File: src/rtl/ftl_page_arb.sv
// Two-requester arbiter in front of the physical page-operation port.
// Serialises page commands from r0 (foreground) and r1 (maintenance), routes responses back, supervises completion.
module ftl_page_arb #(
    parameter int unsigned STARVE_LIMIT   = 4,
    parameter int unsigned TIMEOUT_CYCLES = 2_000_000
) (
    input  logic        clk_50,
    input  logic        reset_n,
    input  logic        r0_op_page_do,
    input  logic [2:0]  r0_op_page_cmd,
    input  logic [15:0] r0_op_page_num,
    input  logic [15:0] r0_op_page_bram,
    input  logic [41:0] r0_op_page_spare_wr,
    output logic        r0_op_page_ack,
    output logic        r0_op_page_done,
    output logic        r0_op_page_status,
    output logic [41:0] r0_op_page_spare_rd,
    input  logic        r1_op_page_do,
    input  logic [2:0]  r1_op_page_cmd,
    input  logic [15:0] r1_op_page_num,
    input  logic [15:0] r1_op_page_bram,
    input  logic [41:0] r1_op_page_spare_wr,
    output logic        r1_op_page_ack,
    output logic        r1_op_page_done,
    output logic        r1_op_page_status,
    output logic [41:0] r1_op_page_spare_rd,
    output logic        op_page_do,
    output logic [2:0]  op_page_cmd,
    output logic [15:0] op_page_num,
    output logic [15:0] op_page_bram,
    output logic [41:0] op_page_spare_wr,
    input  logic        op_page_ack,
    input  logic        op_page_done,
    input  logic        op_page_status,
    input  logic [41:0] op_page_spare_rd,
    output logic        dbg_owner,
    output logic        err_timeout
);
    // Handshake: a requester holds do high with stable fields until it sees a one-cycle ack;
    // done (with status/spare_rd) follows as a one-cycle pulse, possibly in the ack cycle.

    typedef enum logic [1:0] {IDLE, ISSUE, WAIT_DONE} state_t;

    localparam logic [3:0]  STARVE_MAX = 4'(STARVE_LIMIT);
    localparam logic [23:0] WD_LAST    = 24'(TIMEOUT_CYCLES - 1);
    localparam bit          WD_EN      = (TIMEOUT_CYCLES != 0);

    state_t      state, state_nxt;
    logic        owner, owner_nxt;
    logic [3:0]  starve_cnt, starve_nxt;
    logic [23:0] wd_cnt, wd_nxt;
    logic        err_nxt;

    logic        own_do;
    logic [2:0]  own_cmd;
    logic [15:0] own_num;
    logic [15:0] own_bram;
    logic [41:0] own_spare_wr;

    logic        fwd_ack;
    logic        fwd_done;
    logic        fwd_status;
    logic [41:0] fwd_spare_rd;

    assign own_do       = owner ? r1_op_page_do       : r0_op_page_do;
    assign own_cmd      = owner ? r1_op_page_cmd      : r0_op_page_cmd;
    assign own_num      = owner ? r1_op_page_num      : r0_op_page_num;
    assign own_bram     = owner ? r1_op_page_bram     : r0_op_page_bram;
    assign own_spare_wr = owner ? r1_op_page_spare_wr : r0_op_page_spare_wr;

    always_ff @(posedge clk_50 or negedge reset_n) begin
        if (!reset_n) begin
            state       <= IDLE;
            owner       <= 1'b0;
            starve_cnt  <= 4'd0;
            wd_cnt      <= 24'd0;
            err_timeout <= 1'b0;
        end else begin
            state       <= state_nxt;
            owner       <= owner_nxt;
            starve_cnt  <= starve_nxt;
            wd_cnt      <= wd_nxt;
            err_timeout <= err_nxt;
        end
    end

    always_comb begin
        state_nxt        = state;
        owner_nxt        = owner;
        starve_nxt       = starve_cnt;
        wd_nxt           = wd_cnt;
        err_nxt          = err_timeout;
        op_page_do       = 1'b0;
        op_page_cmd      = 3'd0;
        op_page_num      = 16'd0;
        op_page_bram     = 16'd0;
        op_page_spare_wr = 42'd0;
        fwd_ack          = 1'b0;
        fwd_done         = 1'b0;
        fwd_status       = 1'b0;
        fwd_spare_rd     = 42'd0;

        case (state)
            IDLE: begin
                if (r0_op_page_do || r1_op_page_do) begin
                    // r0 has priority until it has won STARVE_LIMIT times in a row over a waiting r1
                    owner_nxt = r1_op_page_do && (!r0_op_page_do || starve_cnt == STARVE_MAX);
                    if (owner_nxt)
                        starve_nxt = 4'd0;
                    else if (r1_op_page_do && starve_cnt != STARVE_MAX)
                        starve_nxt = starve_cnt + 4'd1;
                    state_nxt = ISSUE;
                end
            end
            ISSUE: begin
                op_page_do       = own_do;
                op_page_cmd      = own_cmd;
                op_page_num      = own_num;
                op_page_bram     = own_bram;
                op_page_spare_wr = own_spare_wr;
                fwd_ack          = op_page_ack;
                if (op_page_ack) begin
                    if (op_page_done) begin
                        fwd_done     = 1'b1;
                        fwd_status   = op_page_status;
                        fwd_spare_rd = op_page_spare_rd;
                        state_nxt    = IDLE;
                    end else begin
                        wd_nxt    = 24'd0;
                        state_nxt = WAIT_DONE;
                    end
                end else if (!own_do) begin
                    state_nxt = IDLE;
                end
            end
            WAIT_DONE: begin
                wd_nxt = wd_cnt + 24'd1;
                if (op_page_done) begin
                    fwd_done     = 1'b1;
                    fwd_status   = op_page_status;
                    fwd_spare_rd = op_page_spare_rd;
                    state_nxt    = IDLE;
                end else if (WD_EN && wd_cnt == WD_LAST) begin
                    // synthetic failure completion so the owner is never left hanging
                    fwd_done   = 1'b1;
                    fwd_status = 1'b1;
                    err_nxt    = 1'b1;
                    state_nxt  = IDLE;
                end
            end
            default: state_nxt = IDLE;
        endcase
    end

    assign r0_op_page_ack      = fwd_ack & ~owner;
    assign r0_op_page_done     = fwd_done & ~owner;
    assign r0_op_page_status   = fwd_status & ~owner;
    assign r0_op_page_spare_rd = owner ? 42'd0 : fwd_spare_rd;
    assign r1_op_page_ack      = fwd_ack & owner;
    assign r1_op_page_done     = fwd_done & owner;
    assign r1_op_page_status   = fwd_status & owner;
    assign r1_op_page_spare_rd = owner ? fwd_spare_rd : 42'd0;
    assign dbg_owner           = owner;

endmodule

File: config.mk
export PLATFORM = sky130hd
export DESIGN_NAME = ftl_page_arb
export DESIGN_NICKNAME = d
export VERILOG_FILES = /design/src/rtl/ftl_page_arb.sv
export SDC_FILE = /design/constraint.sdc
export NUM_CORES = 1
export LEC_CHECK = 0
export BUFFER_PORTS_ARGS = -buffer_cell sky130_fd_sc_hd__buf_2
export CELL_PAD_IN_SITES_DETAIL_PLACEMENT = 1
export CELL_PAD_IN_SITES_GLOBAL_PLACEMENT = 2
export CORE_AREA = 2 2 145 147
export DETAILED_ROUTE_END_ITERATION = 6
export DIE_AREA = 0 0 147 149
export PLACE_DENSITY = 0.85
export SYNTH_ARGS = -nofsm -noshare
export SYNTH_HDL_FRONTEND = slang
export SYNTH_SLANG_ARGS = --single-unit
File: constraint.sdc
create_clock -name clk_50 -period 5.6 [get_ports clk_50]
set_input_delay 0.28 -clock clk_50 [delete_from_list [all_inputs] [get_ports clk_50]]
set_output_delay 0.28 -clock clk_50 [all_outputs]
set_load 0.02 [all_outputs]
==> run summary <==
Lkg Pwr: 3.40 nW
Vias in the first global route: 4609
Fin. max-slew vios: 0
Post-synthesis cell count: 479
Die H: 149 µm
RSZ-0062 raised after global routing: no
Global-route usage over all layers: 0.157
TritonCTS buffer count: 5
Routed vias/inst: 4.21
FMAX: 0.323 GHz
Slew @ Worst Pin: 1.20 ns
Num Clock Sinks: 32
Status: complete, no violations
Final net count: 1033
Total of warnings raised by yosys: 0
Core area: 20600 µm²
Peak supply drop: 0.152 mV
Post-Synth Adder-Cell Area: 0.0198
Post-DRT Antenna Nets: 0
Hold_buf cts: 0
CP max FO: 94
Die area: 21900 µm²
Post-synthesis mux area share: 0.209
Synth Register Bits: 32
Root Driver: clkbuf_16
Slew headroom: 0.200
DPL Wire Length: 15100 µm
Commonest non-fill, non-tap cell in the layout: buf_2
Inst Count DP: 1092
Via Count: 4645
Largest net degree at the start of global routing: 95
Synth Area in Simple Gates: 0.412
Post-synthesis net count: 688
Worst path arrival time: 2.81 ns
CTS tree: built
Synth unique cells: 37
Synth Area in Compound Gates: 0.0502
Most frequent cells in the layout: 372 x buf_2, 80 x nor2b_1, 79 x mux2i_1, 45 x and2_1, 43 x and3_1
Largest family of logic cells by synthesized area: simple AND/OR/NAND/NOR gates
WL per Instance: 16.8 µm
Rows: 53
Max Buffers Root-to-Sink: 2
Post-Syn Area per Cell: 7.90 µm²
Final Hold Vio Count: 0
Antenna violations before repair: 5
Tcrit/Tclk final: 0.552
Post-synthesis sequential area ratio: 0.212
Ports: 373
DRT Pass-1 Iters: 4
CP Capture Type: output pin
CTS H-tree lvls: 2
WS Path Type: flip-flop to output pin
Area growth from synthesis to layout: 59.0%
Endpoints failing setup: 0
Main synth FF type: dfrtp_1
Clk_skew: 0.00732 ns
Mapped cell area: 3780 µm²
Max-cap violations: 0
Worst hold path type: primary input to asynchronous set/reset pin
Async set-reset flop share out of synthesis: 1.00
Post-cts resize count: 0
Power Dens Cells: 352 nW/µm²
Die width: 147 µm
Total grt overflow: 0
XOR/XNOR Fraction of Synth Area: 0.0417
Synth top area cells: dfrtp_1 21%, mux2i_1 21%, nor2b_1 13%
Global-route wire length before repair: 27200 µm
Final GP Congestion: 0.814
Synth top area share: 0.212
Reg clk slew, reported paths: 0.05 ns
Startpoint Class: flip-flop
Number of synthesized flops with an enable pin: 0
Non-filler cells, final: 1104
Starting Density: 0.184
Clock Latency Late Sink: 0.28 ns
Leading area contributor after synthesis: dfrtp_1
Final wirelength: 18500 µm
Drc violations: 0
Starting DRT DRC Count: 114
WP data required: 5.32 ns
TNS Setup: 0 ns
Fin crit period: 3.09 ns
Post-CTS setup buffers: 0
PortBufs: 372
Layout cell share with drive strength beyond 1: 0.474
==> sequential cells by signal, summed over array words and instances (netlist names) <==
| signal | flops |
|---|---|
| wd_cnt | 24 |
| starve_cnt | 4 |
| state | 2 |
| dbg_owner | 1 |
| err_timeout | 1 |
==> final cells by class <==
type	instances	area, µm²
Fill cell	2655	14500
Timing Repair Buffer	376	1890
Antenna cell	4	10.0
Sequential cell	32	805
Multi-Input combinational cell	400	2790
Inverter	9	33.8
Clock buffer	8	146
Tap cell	275	344
==> critical path: stages (launching register included) <==
cell and delay, ns:
dfrtp_4 1.15, buf_4 0.66, mux2i_1 0.15, nor2b_1 0.22, buf_2 0.21
==> Yosys cell counts, types with 8 or more instances <==
library cell  count
and2_1           45
and3_1           43
clkbuf_1         25
dfrtp_1          32
inv_1             9
mux2i_1          79
nand2_1          23
nand3_1          14
nor2_1           26
nor2b_1          80
nor3_1           10
nor4_1            8
o21ai_0          14
xnor2_1          16
==> cell families (layout without fill, tap and decap cells) <==
group / Yosys count / after routing
mux: 79 / 79
other cells: 0 / 4
simple gates: 268 / 268
fa+ha+maj: 6 / 6
buf+inv: 47 / 393
compound gates: 29 / 29
flops: 32 / 32
xor+xnor: 18 / 18
==> routing by layer <==
metal | GRT usage | wire length [µm]
met4 | 0.0361 | 289
met2 | 0.283 | 9470
met5 | 0 | 9
met1 | 0.194 | 7830
met3 | 0.0284 | 900
==> metrics by stage <==
stage	hold slack [ns]	worst slack [ns]	power, mW	area, µm²	util
6_report	0.0652	2.51	2.12	6020	0.293
4_1_cts	0.100	2.36	2.14	6000	0.292
5_1_grt	0.123	2.31	2.26	6020	0.293
3_3_place_gp	0.385	2.72	1.84	5860	0.285
2_1_floorplan	-0.0156	3.54	1.36	3780	-
3_5_place_dp	0.394	2.68	1.86	5860	0.285
==> path summary, 6_finish.rpt <==
path | slack [ns] | cells after the start | from | end
max reg2reg | 2.94 | 7 | state[1] | wd_cnt[21]
min | 0.07 | 1 | reset_n | wd_cnt[6]
max | 2.51 | 4 | dbg_owner | op_page_spare_wr[29]
min in group clk_50 | 0.35 | 3 | r1_op_page_do | starve_cnt[1]
min reg2reg | 0.47 | 1 | err_timeout | err_timeout
max in group asynchronous | 5.00 | 1 | reset_n | dbg_owner
==> report_power, final <==
group | internal (mW) | switching, mW | leakage [nW] | total (mW)
sequential | 0.260 | 0.130 | 0.437 | 0.390
clock | 0.177 | 0.0948 | 0.0712 | 0.272
combinational | 0.593 | 0.863 | 2.89 | 1.46
(Power assumes the default switching activity.)
